--- config.mk ---
export PLATFORM = sky130hd
export DESIGN_NAME = pipe_ctrl
export DESIGN_NICKNAME = d
export VERILOG_FILES = /design/src/rtl/pipe_ctrl.sv
export SDC_FILE = /design/constraint.sdc
export NUM_CORES = 1
export LEC_CHECK = 0
export ABC_CLOCK_PERIOD_IN_PS = 5700
export BUFFER_PORTS_ARGS = -buffer_cell sky130_fd_sc_hd__clkbuf_2
export CAP_MARGIN = 20
export CORE_MARGIN = 2
export CORE_UTILIZATION = 51
export DETAILED_ROUTE_END_ITERATION = 10
export PLACE_DENSITY_LB_ADDON = 0.25
export SLEW_MARGIN = 20
export SYNTH_ARGS = -nofsm -noshare
export SYNTH_HDL_FRONTEND = slang
export SYNTH_SLANG_ARGS = --single-unit
--- constraint.sdc ---
create_clock -name clk -period 5.7 [get_ports clk]
set_clock_uncertainty 0.1 [all_clocks]
set_input_delay 0.57 -clock clk [delete_from_list [all_inputs] [get_ports clk]]
set_output_delay 0.57 -clock clk [all_outputs]
set_load 0.02 [all_outputs]
--- src/rtl/pipe_ctrl.sv ---
// Pipeline stall/flush controller: merges ID/EX/MEM hazards into the stage stall vector,
// issues flushes, runs a stall watchdog; optional perf counters under STALL_PERF_EN.
module pipe_ctrl #(
  parameter int MEM_WAIT      = 2,
  parameter int STALL_TIMEOUT = 64
) (
  input  logic        clk,
  input  logic        rst,
  input  logic        stallreq_id,
  input  logic        stallreq_ex,
  input  logic        mem_req,
  input  logic        flush_req,
  input  logic [31:0] flush_pc,
  output logic [5:0]  stall,
  output logic        flush,
  output logic [31:0] new_pc,
  output logic        stall_err,
  output logic [31:0] stall_cycles,
  output logic [31:0] flush_count
);

  localparam logic [5:0] ENC_NONE = 6'b000000;
  localparam logic [5:0] ENC_ID   = 6'b000111;
  localparam logic [5:0] ENC_EX   = 6'b001111;
  localparam logic [5:0] ENC_MEM  = 6'b011111;
  localparam logic [7:0] WAIT_LOAD = (MEM_WAIT > 0) ? 8'(MEM_WAIT - 1) : 8'd0;
  localparam logic       MEM_WAIT_ON = (MEM_WAIT > 0);
  localparam logic       WDOG_ON     = (STALL_TIMEOUT > 0);
  localparam logic [31:0] WDOG_LIMIT = 32'(STALL_TIMEOUT);

  typedef enum logic {RUN, MEMWAIT} state_t;

  state_t      state, state_nxt;
  logic [7:0]  wait_cnt, wait_nxt;
  logic [5:0]  hz_enc;
  logic [31:0] stall_run, run_nxt;

  always_comb begin
    hz_enc = ENC_NONE;
    if (stallreq_ex)      hz_enc = ENC_EX;
    else if (stallreq_id) hz_enc = ENC_ID;
  end

  always_comb begin
    state_nxt = state;
    wait_nxt  = wait_cnt;
    stall     = ENC_NONE;
    flush     = 1'b0;
    new_pc    = 32'h0;
    if (!rst) begin
      unique case (state)
        RUN: begin
          if (flush_req) begin
            flush  = 1'b1;
            new_pc = flush_pc;
          end else if (mem_req && MEM_WAIT_ON) begin
            stall     = ENC_MEM;
            wait_nxt  = WAIT_LOAD;
            state_nxt = MEMWAIT;
          end else begin
            stall = hz_enc;
          end
        end
        MEMWAIT: begin
          if (flush_req) begin
            flush     = 1'b1;
            new_pc    = flush_pc;
            wait_nxt  = 8'd0;
            state_nxt = RUN;
          end else if (wait_cnt != 8'd0) begin
            stall    = ENC_MEM;
            wait_nxt = wait_cnt - 8'd1;
          end else begin
            // release cycle: the access completes, mem_req still belongs to it
            stall     = hz_enc;
            state_nxt = RUN;
          end
        end
        default: state_nxt = RUN;
      endcase
    end
  end

  always_comb begin
    run_nxt = stall_run;
    if (stall == ENC_NONE || flush) run_nxt = 32'h0;
    else if (stall_run != 32'hFFFF_FFFF) run_nxt = stall_run + 32'd1;
  end

  always_ff @(posedge clk) begin
    if (rst) begin
      state     <= RUN;
      wait_cnt  <= 8'd0;
      stall_run <= 32'h0;
      stall_err <= 1'b0;
    end else begin
      state     <= state_nxt;
      wait_cnt  <= wait_nxt;
      stall_run <= run_nxt;
      if (WDOG_ON && run_nxt == WDOG_LIMIT) stall_err <= 1'b1;
    end
  end

`ifdef STALL_PERF_EN
  always_ff @(posedge clk) begin
    if (rst) begin
      stall_cycles <= 32'h0;
      flush_count  <= 32'h0;
    end else begin
      if (stall != ENC_NONE && stall_cycles != 32'hFFFF_FFFF) stall_cycles <= stall_cycles + 32'd1;
      if (flush && flush_count != 32'hFFFF_FFFF) flush_count <= flush_count + 32'd1;
    end
  end
`else
  assign stall_cycles = 32'h0;
  assign flush_count  = 32'h0;
`endif

endmodule

==> results.md <==
* Wire per inst at 13.5 um
* CTS max path bufs at 2
* Hold-fix buffers, CTS at 0
* Dpl cells at 519
* Post-route cell area at 0.00324 sq mm
* Synth top area share at 28.1%
* Final setup vio count at 0
* Final GP Congestion at 0.905
* Pint at 480 uW
* Async S/R FF share, synth at 0%
* Post-synth EDFFs at 0
* Drt pass-1 iters at 5
* Crit-path cells: ha_1 -> nand2_1 -> or3_1 -> nor4_4 -> nor4_1 -> o21a_1 -> or4_1 -> or4_1 -> o31ai_1
* Sw Share at 30.0%
* Fin. Hold Viols at 0
* Final worst slack at 1.96 ns
* Startpoint Class: register
* RSZ-0062 raised after global routing: false
* Clock sinks at 42
* CTS tree: yes
* DR vias at 2803
* Register area share after synthesis at 28.1%
* Top-count cell post-synth: buf_4
* Worst setup path class: reg -> reg
* Clk Latency, worst-skew pair at 0.30 ns
* Gr ovfl total at 0
* Clock share of power at 35.2%
* Fmax at 0.267 GHz
* Leak at 1.48 nW
* Status: completed
* Max_cap viols at 0
* Die height at 80.5 um
* Comb pwr share at 20.0%
* # H-tree levels at 2
* Tmin final at 3.74 ns
* Pins Over Slew Limit at 0
* Largest net degree at the start of global routing at 39
* Met2 WL at 3390 um
* Pwr/cell area at 211 mW/mm^2
* Hold Crit Class: reg -> reg
* CP max-delay cell: nor4_4
* Count of cell types in the netlist at 46
* Crit-path leading delay family: simple AND/OR/NAND/NOR gates
* CORE AREA at 0.00557 sq mm
* Rel. slew slack at 38.1%
* Vias in the first global route at 2266
* Drt first-iter violations at 205
* Die width at 80.5 um
* Worst slew pin tran at 0.905 ns
* CP endpoint kind: register
* Peak VDD IR at 0.161 mV
* CTS Buf Count at 5
* Fin nets at 494
* Top cells by area, synth: dfxtp_1 (28%), buf_4 (17%), and3_1 (7.5%)
* Syn. warnings at 0
* Total GRT Usage at 21.0%
* Crit path DAT at 3.86 ns
* Leading area contributor after synthesis: dfxtp_1
* Met3 WL at 530 um
* Syn Std Cell Area at 0.00299 sq mm
* Critical Path Most Common Cell: or4_1
* Met1 WL at 3120 um
* Seq pwr share at 44.8%
* Worst slack, placed at 2.01 ns
* Placed standard-cell area at 0.00313 sq mm
* Routed vias/inst at 5.33
* Clk slew on worst S/H paths at 0.08 ns
* Most common library cells after synthesis: buf_4 (67), dfxtp_1 (42), nor2_1 (40)
* Drt drc at 0
* Starting Density at 53.6%
* HPWL after DPL at 5420 um
* Fraction of layout cells with a size suffix above 1 at 20.3%
* Final Cycle Share at 65.6%
* P&R area growth vs syn at 8.58%
* # IOs at 142
* Total wire length at 7120 um
* Routed Antenna Nets at 0
* Slowest stage delay, CP at 0.78 ns
* Worst path required time at 5.82 ns
* Root buffer cell: clkbuf_8
* Top_reg_cell synth: dfxtp_1
* N_diodes at 0
* Final Non-Filler Cells at 526
* Max Used Layer: met4
* Port bufs at 76
* Post-cts gate resize count at 0
* Die area at 0.00649 sq mm
* Gate Count Post-Synth at 390
* Row count at 27
* FILL cells at 521
* NetSw at 206 uW
* Yosys reg bits at 42
* Setup TNS at 0 ns
* Buf/Inv on CP at 0
* First-pass GRT wire length at 10900 um
* Initial antenna violation count at 0
* Worst Path Max Fanout at 19
* Post-CTS Setup Bufs at 0
* Avg Inst Size Synth at 7.66 sq um
==> cells in the final DEF, fill, tap and decap left out, drive strengths merged, types with 2 or more instances in the layout <==
| cell | n |
|---|---|
| o21bai | 2 |
| nand4 | 15 |
| nor4 | 15 |
| a31oi | 6 |
| o31a | 2 |
| o31ai | 3 |
| nand2 | 24 |
| a21oi | 15 |
| o21ai | 8 |
| conb | 65 |
| a2111oi | 2 |
| or2 | 2 |
| dfxtp | 42 |
| o21a | 3 |
| and3 | 36 |
| ha | 2 |
| nand2b | 2 |
| and2 | 2 |
| inv | 9 |
| or3 | 6 |
| nor2 | 40 |
| clkbuf | 82 |
| xor2 | 10 |
| a211oi | 5 |
| nor3 | 10 |
| or4 | 9 |
| nand3 | 15 |
| xnor2 | 12 |
==> state kept, by name (all words and copies together) (netlist names) <==
name / flops
wait_cnt: 8
state: 1
stall_run: 32
stall_err: 1
==> cells by family (layout without fill, tap and decap cells) <==
group	after synthesis	after routing	synth area share, %
simple gates	179	179	33.0
buf+inv	92	92	20.2
fa+ha+maj	2	2	0.837
other cells	1	65	0.126
compound gates	52	52	11.3
xor+xnor	22	22	6.45
flops	42	42	28.1
==> through the flow <==
| step | util [%] | hold slack, ns | total power [mW] |
|---|---|---|---|
| after global placement | 56.2 | 0.372 | 0.447 |
| after detailed placement | 56.2 | 0.379 | 0.449 |
| after CTS | 58.2 | 0.390 | 0.688 |
| final | 58.2 | 0.390 | 0.686 |
| after global routing | 58.2 | 0.416 | 0.716 |
| after floorplan | - | 0.372 | 0.452 |
==> worst register-to-register path: stages (launching register included) <==
cell and delay, ns:
dfxtp_1 0.45, ha_1 0.22, nand2_1 0.11, or3_1 0.47, nor4_4 0.78, nor4_1 0.11
o21a_1 0.21, or4_1 0.51, or4_1 0.48, o31ai_1 0.23
==> final cells by class <==
type | count | area [sq um] | share of cell area [%]
inverter | 9 | 36.3 | 1.12
clock buffer | 6 | 82.6 | 2.55
tap | 72 | 90.1 | 2.78
multi-input combinational | 320 | 1780 | 55.0
timing repair buffer | 76 | 380 | 11.7
clock inverter | 1 | 30.0 | 0.926
sequential | 42 | 841 | 25.9
==> final timing paths <==
check	from	endpoint	slack [ns]	cells past startpoint
setup reg to reg	stall_run[0]$_SDFF_PP0_	stall_err$_SDFFE_PP0N_	1.96	9
hold / removal	stall_err$_SDFFE_PP0N_	stall_err$_SDFFE_PP0N_	0.39	2
hold reg to reg	stall_err$_SDFFE_PP0N_	stall_err$_SDFFE_PP0N_	0.39	2
setup / recovery	stall_run[0]$_SDFF_PP0_	stall_err$_SDFFE_PP0N_	1.96	9
==> per-layer routing <==
layer | vias up | global-route usage, %
met4 | 0 | 4.92
met5 | - | 0
met3 | 10 | 3.48
li1 | 1385 | -
met1 | 1285 | 30.0
met2 | 123 | 32.8
==> power groups by stage <==
stage | clock, mW | sequential, mW | combinational, mW
6_report | 0.242 | 0.307 | 0.137
5_1_grt | 0.256 | 0.308 | 0.152
4_1_cts | 0.245 | 0.307 | 0.136
3_5_place_dp | 0 | 0.314 | 0.136
3_3_place_gp | 0 | 0.313 | 0.134
2_1_floorplan | 0 | 0.311 | 0.141
Note: power is estimated with default switching activity, not from simulation.
